**src/rtl/fetch_pkg.sv**
```systemverilog
// Purpose : shared constants and types for the instruction fetch stage.
// Latency : n/a (declarations only).
// Backpressure: n/a.
package fetch_pkg;

    // Fetch FSM states: issue a bus read, wait for its data, hold a valid word.
    typedef enum logic [1:0] {
        ST_ISSUE = 2'd0,
        ST_WAIT  = 2'd1,
        ST_VALID = 2'd2
    } fetch_state_e;

    localparam logic [31:0] RESET_PC_DEFAULT = 32'h0000_0000;

    // Byte distance between sequential instruction words.
    localparam int PC_INCR = 4;

endpackage

```
**src/rtl/fetch.sv**
```systemverilog
// Purpose : instruction fetch stage, one bus read outstanding, feeds decode.
// Latency : zero-wait bus gives one word every 2 cycles (issue+return, then valid).
// Backpressure: ds_stall holds the presented word; i_ibus_rdy low holds the request.
//
// Ports:
//   clk, rst                      clock, synchronous active-high reset
//   i_exec_stall, i_mem_stall     downstream stalls (ORed into ds_stall)
//   i_jump_valid, i_jump_addr     one-cycle redirect from execute, low 2 bits ignored
//   o_ibus_addr, o_ibus_rd        bus read request (address stable until accepted)
//   i_ibus_rdy                    slave accepts the request this cycle
//   i_ibus_rdc, i_ibus_data       read data return, always on a later cycle
//   o_pc, o_instr, o_fetch_stall  word to decode; o_fetch_stall=1 means not valid
module fetch
    import fetch_pkg::*;
#(
    parameter int                    ADDR_WIDTH  = 32,
    parameter int                    INSTR_WIDTH = 32,
    parameter logic [ADDR_WIDTH-1:0] RESET_PC    = ADDR_WIDTH'(RESET_PC_DEFAULT)
) (
    input  logic                   clk,
    input  logic                   rst,
    input  logic                   i_exec_stall,
    input  logic                   i_mem_stall,
    input  logic                   i_jump_valid,
    input  logic [ADDR_WIDTH-1:0]  i_jump_addr,
    output logic [ADDR_WIDTH-1:0]  o_ibus_addr,
    output logic                   o_ibus_rd,
    input  logic                   i_ibus_rdy,
    input  logic                   i_ibus_rdc,
    input  logic [INSTR_WIDTH-1:0] i_ibus_data,
    output logic [ADDR_WIDTH-1:0]  o_pc,
    output logic [INSTR_WIDTH-1:0] o_instr,
    output logic                   o_fetch_stall
);

    fetch_state_e           state_q, state_d;
    logic [ADDR_WIDTH-1:0]  pc_q, pc_d;
    logic [ADDR_WIDTH-1:0]  pc_out_q, pc_out_d;
    logic [INSTR_WIDTH-1:0] instr_q, instr_d;
    logic                   discard_q, discard_d;
    // A redirect seen in ISSUE before acceptance is parked here so the
    // in-progress request address stays stable until the slave takes it.
    logic                   jmp_pend_q, jmp_pend_d;
    logic [ADDR_WIDTH-1:0]  jmp_tgt_q, jmp_tgt_d;

    logic                   ds_stall;
    logic [ADDR_WIDTH-1:0]  pc_next;
    logic [ADDR_WIDTH-1:0]  jump_tgt;
    logic                   unused_jump_lsbs;

    assign ds_stall         = i_exec_stall | i_mem_stall;
    assign pc_next          = pc_q + ADDR_WIDTH'(PC_INCR);
    assign jump_tgt         = {i_jump_addr[ADDR_WIDTH-1:2], 2'b00};
    assign unused_jump_lsbs = ^i_jump_addr[1:0];

    always_comb begin
        state_d       = state_q;
        pc_d          = pc_q;
        pc_out_d      = pc_out_q;
        instr_d       = instr_q;
        discard_d     = discard_q;
        jmp_pend_d    = jmp_pend_q;
        jmp_tgt_d     = jmp_tgt_q;
        o_ibus_rd     = 1'b0;
        o_ibus_addr   = pc_q;
        o_fetch_stall = 1'b1;

        case (state_q)
            ST_ISSUE: begin
                o_ibus_rd   = 1'b1;
                o_ibus_addr = pc_q;
                if (i_ibus_rdy) begin
                    state_d    = ST_WAIT;
                    jmp_pend_d = 1'b0;
                    // The request just accepted is wrong-path if any redirect
                    // arrived during ISSUE; a same-cycle one is the newest.
                    if (i_jump_valid) begin
                        pc_d      = jump_tgt;
                        discard_d = 1'b1;
                    end else if (jmp_pend_q) begin
                        pc_d      = jmp_tgt_q;
                        discard_d = 1'b1;
                    end
                end else if (i_jump_valid) begin
                    jmp_pend_d = 1'b1;
                    jmp_tgt_d  = jump_tgt;
                end
            end

            ST_WAIT: begin
                if (i_ibus_rdc) begin
                    if (discard_q || i_jump_valid) begin
                        // Wrong-path data: drop it and refetch from pc.
                        state_d   = ST_ISSUE;
                        discard_d = 1'b0;
                        if (i_jump_valid) begin
                            pc_d = jump_tgt;
                        end
                    end else begin
                        instr_d  = i_ibus_data;
                        pc_out_d = pc_q;
                        state_d  = ST_VALID;
                    end
                end else if (i_jump_valid) begin
                    discard_d = 1'b1;
                    pc_d      = jump_tgt;
                end
            end

            ST_VALID: begin
                if (i_jump_valid) begin
                    // Presented word is wrong-path; hide it this cycle.
                    pc_d    = jump_tgt;
                    state_d = ST_ISSUE;
                end else begin
                    o_fetch_stall = 1'b0;
                    if (!ds_stall) begin
                        pc_d        = pc_next;
                        o_ibus_rd   = 1'b1;
                        o_ibus_addr = pc_next;
                        state_d     = i_ibus_rdy ? ST_WAIT : ST_ISSUE;
                    end
                end
            end

            default: begin
                state_d = ST_ISSUE;
            end
        endcase
    end

    always_ff @(posedge clk) begin
        if (rst) begin
            state_q    <= ST_ISSUE;
            pc_q       <= RESET_PC;
            pc_out_q   <= RESET_PC;
            instr_q    <= '0;
            discard_q  <= 1'b0;
            jmp_pend_q <= 1'b0;
            jmp_tgt_q  <= '0;
        end else begin
            state_q    <= state_d;
            pc_q       <= pc_d;
            pc_out_q   <= pc_out_d;
            instr_q    <= instr_d;
            discard_q  <= discard_d;
            jmp_pend_q <= jmp_pend_d;
            jmp_tgt_q  <= jmp_tgt_d;
        end
    end

    assign o_pc    = pc_out_q;
    assign o_instr = instr_q;

endmodule

```
**config.mk**
```make
export PLATFORM = sky130hd
export DESIGN_NAME = fetch
export DESIGN_NICKNAME = d
export VERILOG_FILES = /design/src/rtl/fetch_pkg.sv /design/src/rtl/fetch.sv
export SDC_FILE = /design/constraint.sdc
export NUM_CORES = 1
export LEC_CHECK = 0
export CELL_PAD_IN_SITES_DETAIL_PLACEMENT = 2
export CELL_PAD_IN_SITES_GLOBAL_PLACEMENT = 2
export CORE_MARGIN = 10
export CORE_UTILIZATION = 27
export DETAILED_ROUTE_END_ITERATION = 10
export PLACE_DENSITY_LB_ADDON = 0.1
export SYNTH_ARGS = -nofsm -noshare
export SYNTH_HDL_FRONTEND = slang
export SYNTH_SLANG_ARGS = --single-unit
export TNS_END_PERCENT = 100
```
**constraint.sdc**
```tcl
create_clock -name clk -period 3 [get_ports clk]
set_input_delay 0.6 -clock clk [delete_from_list [all_inputs] [get_ports clk]]
set_output_delay 0.6 -clock clk [all_outputs]
set_load 0.01 [all_outputs]
```
; Word level (Yosys, flattened, before mapping)
; Cells that the tools add are included.
[op_classes]
n_addsub = 1
eq_ne = 8
mux = 31
n_bitwise = 3
n_reduce_logical = 11
[op_table]
columns = op, count
row1 = $mux 32, 10
row2 = $pmux 32 s3, 1
row3 = $add 32x3->32 const B, 1
row4 = $mux 1, 12
row5 = $ne 3x3->1 const B, 4
row6 = $mux 2, 5
row7 = $reduce_and 3->1, 3
row8 = $pmux 2 s3, 1
row9 = $reduce_and 5->1, 1
row10 = $ne 2x2->1 const B, 2
row11 = $pmux 1 s2, 2
row12 = $reduce_and 4->1, 1
row13 = $reduce_bool 2->1, 2
row14 = $reduce_bool 3->1, 1
row15 = $eq 2x1->1 const B, 1
row16 = $eq 2x2->1 const B, 1
row17 = $logic_not 2->1, 1
row18 = $not 1->1, 2
row19 = $reduce_and 2->1, 1
row20 = $logic_or 1x1->1, 1
row21 = $or 1x1->1, 1
[word_totals]
reg_bits = 130
out_inout_bits = 98

; Depth between registers and ports, before layout
; Gate-level depths: netlist of run 1.
[logic_depth]
ltp_word = 4
ltp_mapped = 10
depth_no_buf = 7

; Worst setup path before layout of run 1
; No wires, ideal clock.
[synth_timing]
path_kind = in2out
startpoint = in i_jump_valid
endpoint = out o_ibus_addr[28]
arrival_time_ns = 2.107
required_ns = 2.400
setup_slack_ns = 0.293
path_stages = 6
cell_sequence = clkbuf_1 > nor2b_1 > inv_1 > or4_1 > nor2_1 > xor2_1
[synth_between]
elab_chain_cells = 2
[synth_lines]
columns = element, line
row1 = start: declaration, fetch.sv:24  ; input logic i_jump_valid,
row2 = $mux 32, fetch.sv:111  ; if (i_jump_valid) begin
row3 = $mux 32, fetch.sv:68  ; case (state_q)
row4 = end: declaration, fetch.sv:26  ; output logic [ADDR_WIDTH-1:0] o_ibus_addr,
; No other way between the ends.

; Worst setup path in the final report of run 1
[layout_timing]
startpoint = in i_mem_stall
endpoint = out o_ibus_addr[18]
[layout_between]
elab_chain_cells = 4
[layout_lines]
columns = element, line
row1 = start: declaration, fetch.sv:23  ; input logic i_mem_stall,
row2 = $or 1x1->1, fetch.sv:51  ; assign ds_stall = i_exec_stall | i_mem_stall;
row3 = $mux 32, fetch.sv:117  ; if (!ds_stall) begin
row4 = $mux 32, fetch.sv:111
row5 = $mux 32, fetch.sv:68
; No other way between the ends.

==> results.sh, run 1 <==
export IMPL_start_util_pct=27.4
export IMPL_cts_tree="built"
export IMPL_postSynthCellCount=812
export IMPL_die_area_um2=29200
export IMPL_synth_distinct_cells=54
export IMPL_globalplace_congestion=0.852
export IMPL_startpoint_type="primary input"
export IMPL_cts_hold_buf=0
export IMPL_fin_worst_skew_ns=0.0123
export IMPL_ys_seq_area_share_pct=41.0
export IMPL_nets=1099
export IMPL_cts_made_buffers=17
export IMPL_cp_data_arrival_time_ns=2.33
export IMPL_port_buffer_count=162
export IMPL_syn_area_um2=6160
export IMPL_postRouteAntennaNets=0
export IMPL_power_mw=5.19
export IMPL_setup_tns_ns=0
export IMPL_gr_usage_met3_pct=4.31
export IMPL_synth_edf_count=0
export IMPL_maxCapViolations=0
export IMPL_crit_family="buffers and inverters"
export IMPL_fin_crit_sh_pct=97.8
export IMPL_path_clk_slew_ns=0.06
export IMPL_yosysWarnings=0
export IMPL_cts_sinks=126
export IMPL_die_w_um=171
export IMPL_path_class="primary input to primary output"
export IMPL_drc_errors=0
export IMPL_crit_chain="dlygate4sd2_1 -> nor4bb_4 -> buf_4 -> buf_4 -> buf_6 -> and4_4 -> nand3_1 -> xnor2_2 -> buf_2"
export IMPL_met1_usage_pct=22.4
export IMPL_setup_violations=0
export IMPL_fin_crit_ns=2.93
export IMPL_dr_pass1_iters=4
export IMPL_h_tree_depth=4
export IMPL_grt_max_degree=85
export IMPL_async_flop_share_pct=0
export IMPL_vias=6776
export IMPL_crit_fanout=9
export IMPL_met2_usage_pct=33.2
export IMPL_grt_overflow=0
export IMPL_rows=55
export IMPL_post_drt_wl_per_cell_um=21.2
export IMPL_clk_latency_ns=0.42
export IMPL_netlist_top_cells_area="dfxtp_1 41%, nand2_1 13%, a21oi_1 10%"
export IMPL_cpPeakStageDelay_ns=0.27
export IMPL_antenna_found_initial=0
export IMPL_peakVddDrop_uv=348
export IMPL_cts_buffer_depth=2
export IMPL_rsz0062_at_grt="yes"
export IMPL_routed_wl_um=28000
export IMPL_crit_top_cell="buf_4"
export IMPL_drive_above_1_share_pct=19.6
export IMPL_busiest_layer="met2"
export IMPL_critical_path_required_ns=2.40
export IMPL_cp_num_buf_inv=5
export IMPL_cp_slowest_cell="dlygate4sd2_1"
export IMPL_area_delta_synth_final_pct=51.5
export IMPL_fmax_mhz=341
export IMPL_relSlewSlack_pct=38.3
export IMPL_num_antenna_cells=0
export IMPL_via_per_inst=5.13
export IMPL_grt_pass1_vias=7629
export IMPL_synth_seq_cells=126
export IMPL_p_leak_nw=3.51
export IMPL_syn_avg_cell_area_um2=7.58
export IMPL_grt_pass1_wl_um=43800
export IMPL_worst_slew_pin_slew_ns=0.925
export IMPL_initialDrtViolationCount=285
export IMPL_powerDensity_nw_per_um2=557
export IMPL_worstSetupEndpointType="primary output"
export IMPL_hold_violations=0
export IMPL_maxSlewViolCount=0
export IMPL_io_pins=169
export IMPL_core_area_um2=22500
export IMPL_cts_root_buf="clkbuf_16"
export IMPL_synth_top_area_cell="dfxtp_1"
export IMPL_die_y_um=171
export IMPL_dp_hpwl_um=19600
export IMPL_outcome="completed"
export IMPL_dominantRegCellSynth="dfxtp_1"
export IMPL_grt_usage_pct=18.9
export IMPL_hold_path_class="primary input to flop"
export IMPL_yosysTopAreaCellShare_pct=41.0
## metrics by stage
step	cell area, um^2	setup slack [ns]	instances	util, %	hold slack [ns]
after floorplan	6170	0.293	815	-	0.436
after global placement	8510	-0.527	1278	37.8	0.441
after detailed placement	8510	-0.583	1278	37.8	0.449
after CTS	9310	-0.107	1321	41.4	0.439
after global routing	9320	-0.0431	1321	41.4	0.461
final	9320	0.0652	1321	41.4	0.450
## routing by layer
| metal | vias to the layer above | routed length, um |
|---|---|---|
| li1 | 3222 | - |
| met1 | 3377 | 12200 |
| met2 | 157 | 14000 |
| met3 | 20 | 1430 |
| met4 | 0 | 358 |
| met5 | - | 0 |
## worst reg2reg max path, stage by stage, from the launching register on
cell      delay, ns
dfxtp_1        0.35
buf_4          0.13
inv_1          0.05
ha_1           0.31
nand2b_1       0.16
o31ai_1        0.11
or2_2          0.42
buf_4          0.19
a221oi_1       0.34
o32ai_1        0.15
## area by class of cell
type,count,area (um^2)
Multi-Input combinational cell,602,3440
Clock buffer,20,457
Sequential cell,126,2530
Tap cell,285,357
Clock inverter,12,160
Inverter,12,45.0
Timing Repair Buffer,264,2330
Fill cell,2475,13200
## power breakdown
part | leakage, nW | total, mW | internal, mW | switching, mW
Sequential | 1.03 | 1.84 | 1.78 | 0.0643
Clock | 0.289 | 2.19 | 1.36 | 0.829
Combinational | 2.19 | 1.17 | 0.481 | 0.684
Total | 3.51 | 5.19 | 3.62 | 1.58
## synthesized netlist by cell type (all sizes together), types with 3 or more instances
| cell type | number |
|---|---|
| a222oi | 4 |
| nand2b | 6 |
| a21o | 3 |
| o21ai | 25 |
| a221oi | 4 |
| nand4 | 14 |
| o31a | 6 |
| buf | 20 |
| nor3 | 17 |
| nor4 | 13 |
| a21oi | 124 |
| and2 | 4 |
| a22o | 11 |
| mux2i | 7 |
| dfxtp | 126 |
| o32ai | 9 |
| xor2 | 14 |
| a22oi | 8 |
| nand2 | 210 |
| nor2 | 30 |
| and3 | 7 |
| and4 | 7 |
| ha | 5 |
| or3 | 5 |
| inv | 12 |
| a31oi | 6 |
| nand3 | 10 |
| or2 | 5 |
| clkbuf | 55 |
| a221o | 3 |
| xnor2 | 15 |
## cells by family (layout without fill, tap and decap cells)
| logic type | after synthesis | after routing | share of synthesized area, % |
|---|---|---|---|
| DFF | 126 | 126 | 41.0 |
| AOI/OAI and AO/OA | 215 | 215 | 21.0 |
| adders and majority gates | 5 | 5 | 1.02 |
| xor gates and xnor gates | 29 | 29 | 4.13 |
| and+or+nand+nor | 340 | 340 | 25.1 |
| other | 1 | 4 | 0.0609 |
| muxes | 9 | 9 | 1.50 |
| buffers and inverters | 87 | 308 | 6.14 |
## path summary, 6_finish.rpt
kind,startpoint,end,slack [ns],depth (start not counted)
setup / recovery,i_mem_stall,o_ibus_addr[18],0.07,9
setup reg to reg,state_q[1],pc_q[30],0.67,9
hold / removal,rst,pc_q[21],0.45,2
hold reg to reg,o_pc[29],o_pc[29],0.46,2
## state kept, by name, summed over array words and instances, names as in the netlist
signal / count
discard_q: 1
pc_q: 30
state_q: 2
o_instr: 32
o_pc: 30
jmp_pend_q: 1
jmp_tgt_q: 30
## cell usage in the layout, fill, tap and decap left out, drive strengths merged, types with 3 or more instances in the layout
cell,n
nand2b,6
a31oi,6
a21o,3
dfxtp,126
clkinv,3
and4,7
buf,115
nor2,30
clkbuf,23
clkdlybuf4s15,5
o21ai,25
inv,14
and3,7
nor3,17
or2,5
and2,4
ha,5
dlygate4sd2,13
or3,5
a21oi,124
xnor2,15
clkdlybuf4s50,127
nand4,14
conb,4
nand3,10
a22oi,8
o31a,6
mux2i,7
a22o,11
nand2,210
bufinv,3
a221o,3
a222oi,4
o32ai,9
nor4,13
a221oi,4
clkinvlp,4
xor2,14
## what timing repair did
action                                 in CTS  in global routing
resized for setup                         108                 31
gates cloned                                0                  0
pin swaps                                  19                 13
setup endpoints to repair                  31                 23
buffers inserted                           11                  1
endpoints found under the hold margin       0                  0
(Power assumes the default switching activity.)
==> run 2, diff against run 1 <==
--- a/config.mk
+++ b/config.mk
@@ -5,11 +5,13 @@
 export SDC_FILE = /design/constraint.sdc
 export NUM_CORES = 1
 export LEC_CHECK = 0
+export CAP_MARGIN = 20
 export CELL_PAD_IN_SITES_DETAIL_PLACEMENT = 2
 export CELL_PAD_IN_SITES_GLOBAL_PLACEMENT = 2
 export CORE_MARGIN = 10
-export CORE_UTILIZATION = 27
+export CORE_UTILIZATION = 35
 export DETAILED_ROUTE_END_ITERATION = 10
+export DONT_BUFFER_PORTS = 1
 export PLACE_DENSITY_LB_ADDON = 0.1
 export SYNTH_ARGS = -nofsm -noshare
 export SYNTH_HDL_FRONTEND = slang
==> results.sh, run 2 (synthesis gave the netlist of run 1 again) <==
export IMPL_final_cell_mix="208 x nand2_1, 124 x a21oi_1, 117 x dfxtp_1"
export IMPL_fin_crit_ns=2.99
export IMPL_drc_errors=0
export IMPL_globalplace_congestion=0.841
export IMPL_worst_slew_pin_slew_ns=0.679
export IMPL_rrSetupSlack_ns=0.52
export IMPL_worstSetupEndpointType="primary output"
export IMPL_fin_crit_sh_pct=99.5
export IMPL_port_buffer_count=0
export IMPL_num_antenna_cells=0
export IMPL_powerDensity_nw_per_um2=653
export IMPL_vias=6031
export IMPL_cts_buffer_depth=2
export IMPL_startpoint_type="flop"
export IMPL_holdPathEnd="o_pc[19]"
export IMPL_rr_endpoint="pc_q[29]"
export IMPL_routed_wl_um=24500
export IMPL_place_area_um2=6590
export IMPL_post_drt_wl_per_cell_um=23.2
export IMPL_crit_fanout=6
export IMPL_rr_worst_depth=8
export IMPL_rows=48
export IMPL_via_per_inst=5.72
export IMPL_path_class="flop to primary output"
export IMPL_grt_pass1_vias=6508
export IMPL_start_util_pct=35.6
export IMPL_multiInputGateArea_um2=3390
export IMPL_dr_pass1_iters=5
export IMPL_crit_top_cell="buf_4"
export IMPL_setup_violations=0
export IMPL_drive_above_1_share_pct=16.1
export IMPL_io_pins=169
export IMPL_hold_violations=0
export IMPL_rsz0062_at_grt="yes"
export IMPL_area_delta_synth_final_pct=18.7
export IMPL_dp_hpwl_um=16900
export IMPL_finish_instance_area_um2=7310
export IMPL_cpPeakStageDelay_ns=0.57
export IMPL_largest_register_ffs=32
export IMPL_hold_path_class="primary input to flop"
export IMPL_crit_reg2reg_launch="state_q[0]"
export IMPL_h_tree_depth=4
export IMPL_postRouteAntennaNets=0
export IMPL_initialDrtViolationCount=275
export IMPL_crit_family="simple AND/OR/NAND/NOR gates"
export IMPL_crit_chain="and3_1 -> nand2_1 -> or4_4 -> buf_4 -> xnor2_1 -> buf_4"
export IMPL_cp_num_buf_inv=2
export IMPL_outcome="completed"
export IMPL_cts_hold_buf=0
export IMPL_antenna_found_initial=1
export IMPL_grt_overflow=0
export IMPL_grt_usage_pct=20.2
export IMPL_power_mw=4.77
export IMPL_nets=893
export IMPL_path_clk_slew_ns=0.06
export IMPL_maxSlewViolCount=0
export IMPL_place_inst=1020
export IMPL_relSlewSlack_pct=54.8
export IMPL_fillers=1997
export IMPL_seqCellArea_um2=2530
export IMPL_cp_data_arrival_time_ns=2.39
export IMPL_maxCapViolations=0
export IMPL_die_area_um2=23300
export IMPL_fmax_mhz=335
export IMPL_cts_root_buf="clkbuf_16"
export IMPL_grt_pass1_wl_um=38100
export IMPL_p_leak_nw=2.56
export IMPL_peakVddDrop_uv=419
export IMPL_hold_path_depth=1
export IMPL_critical_path_required_ns=2.40
export IMPL_layout_commonest_cell="nand2_1"
export IMPL_die_w_um=153
export IMPL_layoutNonFillerInstCount=1055
export IMPL_clk_latency_ns=0.43
export IMPL_grt_max_degree=129
export IMPL_die_y_um=153
export IMPL_hp_start="rst"
export IMPL_cts_tree="built"
export IMPL_cts_sinks=126
export IMPL_cp_slowest_cell="or4_4"
export IMPL_core_area_um2=17300
export IMPL_cts_made_buffers=17
export IMPL_fin_worst_skew_ns=0.00923
[run 2: worst reg2reg max path: stages, from the launching register on]
cell,delay (ns)
dfxtp_1,0.40
inv_1,0.09
ha_1,0.32
nand2b_1,0.14
o31ai_1,0.07
buf_4,0.18
or2_2,0.46
or4_1,0.52
a31oi_1,0.21
[run 2: cell type report]
cell class,count,area share [%]
Clock inverter,11,1.61
Multi-Input combinational cell,602,46.4
Inverter,12,0.616
Timing Repair Buffer,58,6.64
Clock buffer,21,6.16
Sequential cell,126,34.7
Tap cell,225,3.85
[run 2: worst max-delay path by stage]
stage | endpoint | startpoint | slack, ns | cells after the start
after floorplan | o_ibus_addr[28] | i_jump_valid | 0.29 | 6
after global placement | o_ibus_addr[28] | i_mem_stall | 0.26 | 7
after detailed placement | o_ibus_addr[28] | i_mem_stall | 0.22 | 7
after CTS | o_ibus_addr[29] | pc_q[9] | 0.004 | 7
after global routing | o_ibus_addr[30] | pc_q[2] | -0.09 | 8
final | o_ibus_addr[26] | pc_q[24] | 0.01 | 6
[run 2: per-stage QoR]
step	hold slack, ns	TNS [ns]	util [%]	setup slack, ns
floorplan	0.436	0	-	0.293
global placement	0.436	0	38.1	0.256
detailed placement	0.444	0	38.1	0.225
CTS	0.243	0	41.7	0.00421
global route	0.231	-0.263	42.3	-0.0873
finish	0.261	0	42.3	0.0145
[run 2: power breakdown]
part | switching, mW | leakage, nW | total, mW | internal (mW)
clock network | 0.780 | 0.277 | 2.02 | 1.24
registers | 0.114 | 1.03 | 1.89 | 1.78
logic | 0.534 | 1.25 | 0.860 | 0.326
total | 1.43 | 2.56 | 4.77 | 3.34
[run 2: what timing repair did]
item,in CTS,in global routing
buffers inserted,2,1
resized for setup,11,26
endpoints found under the setup margin,13,20
pin swaps,1,1
[run 2: metal layers]
metal  track usage [%]  share of wire [%]
met3              7.23                7.3
met2              35.2                 51
met4              5.22                1.0
met5                 0              0.016
met1              22.8                 41
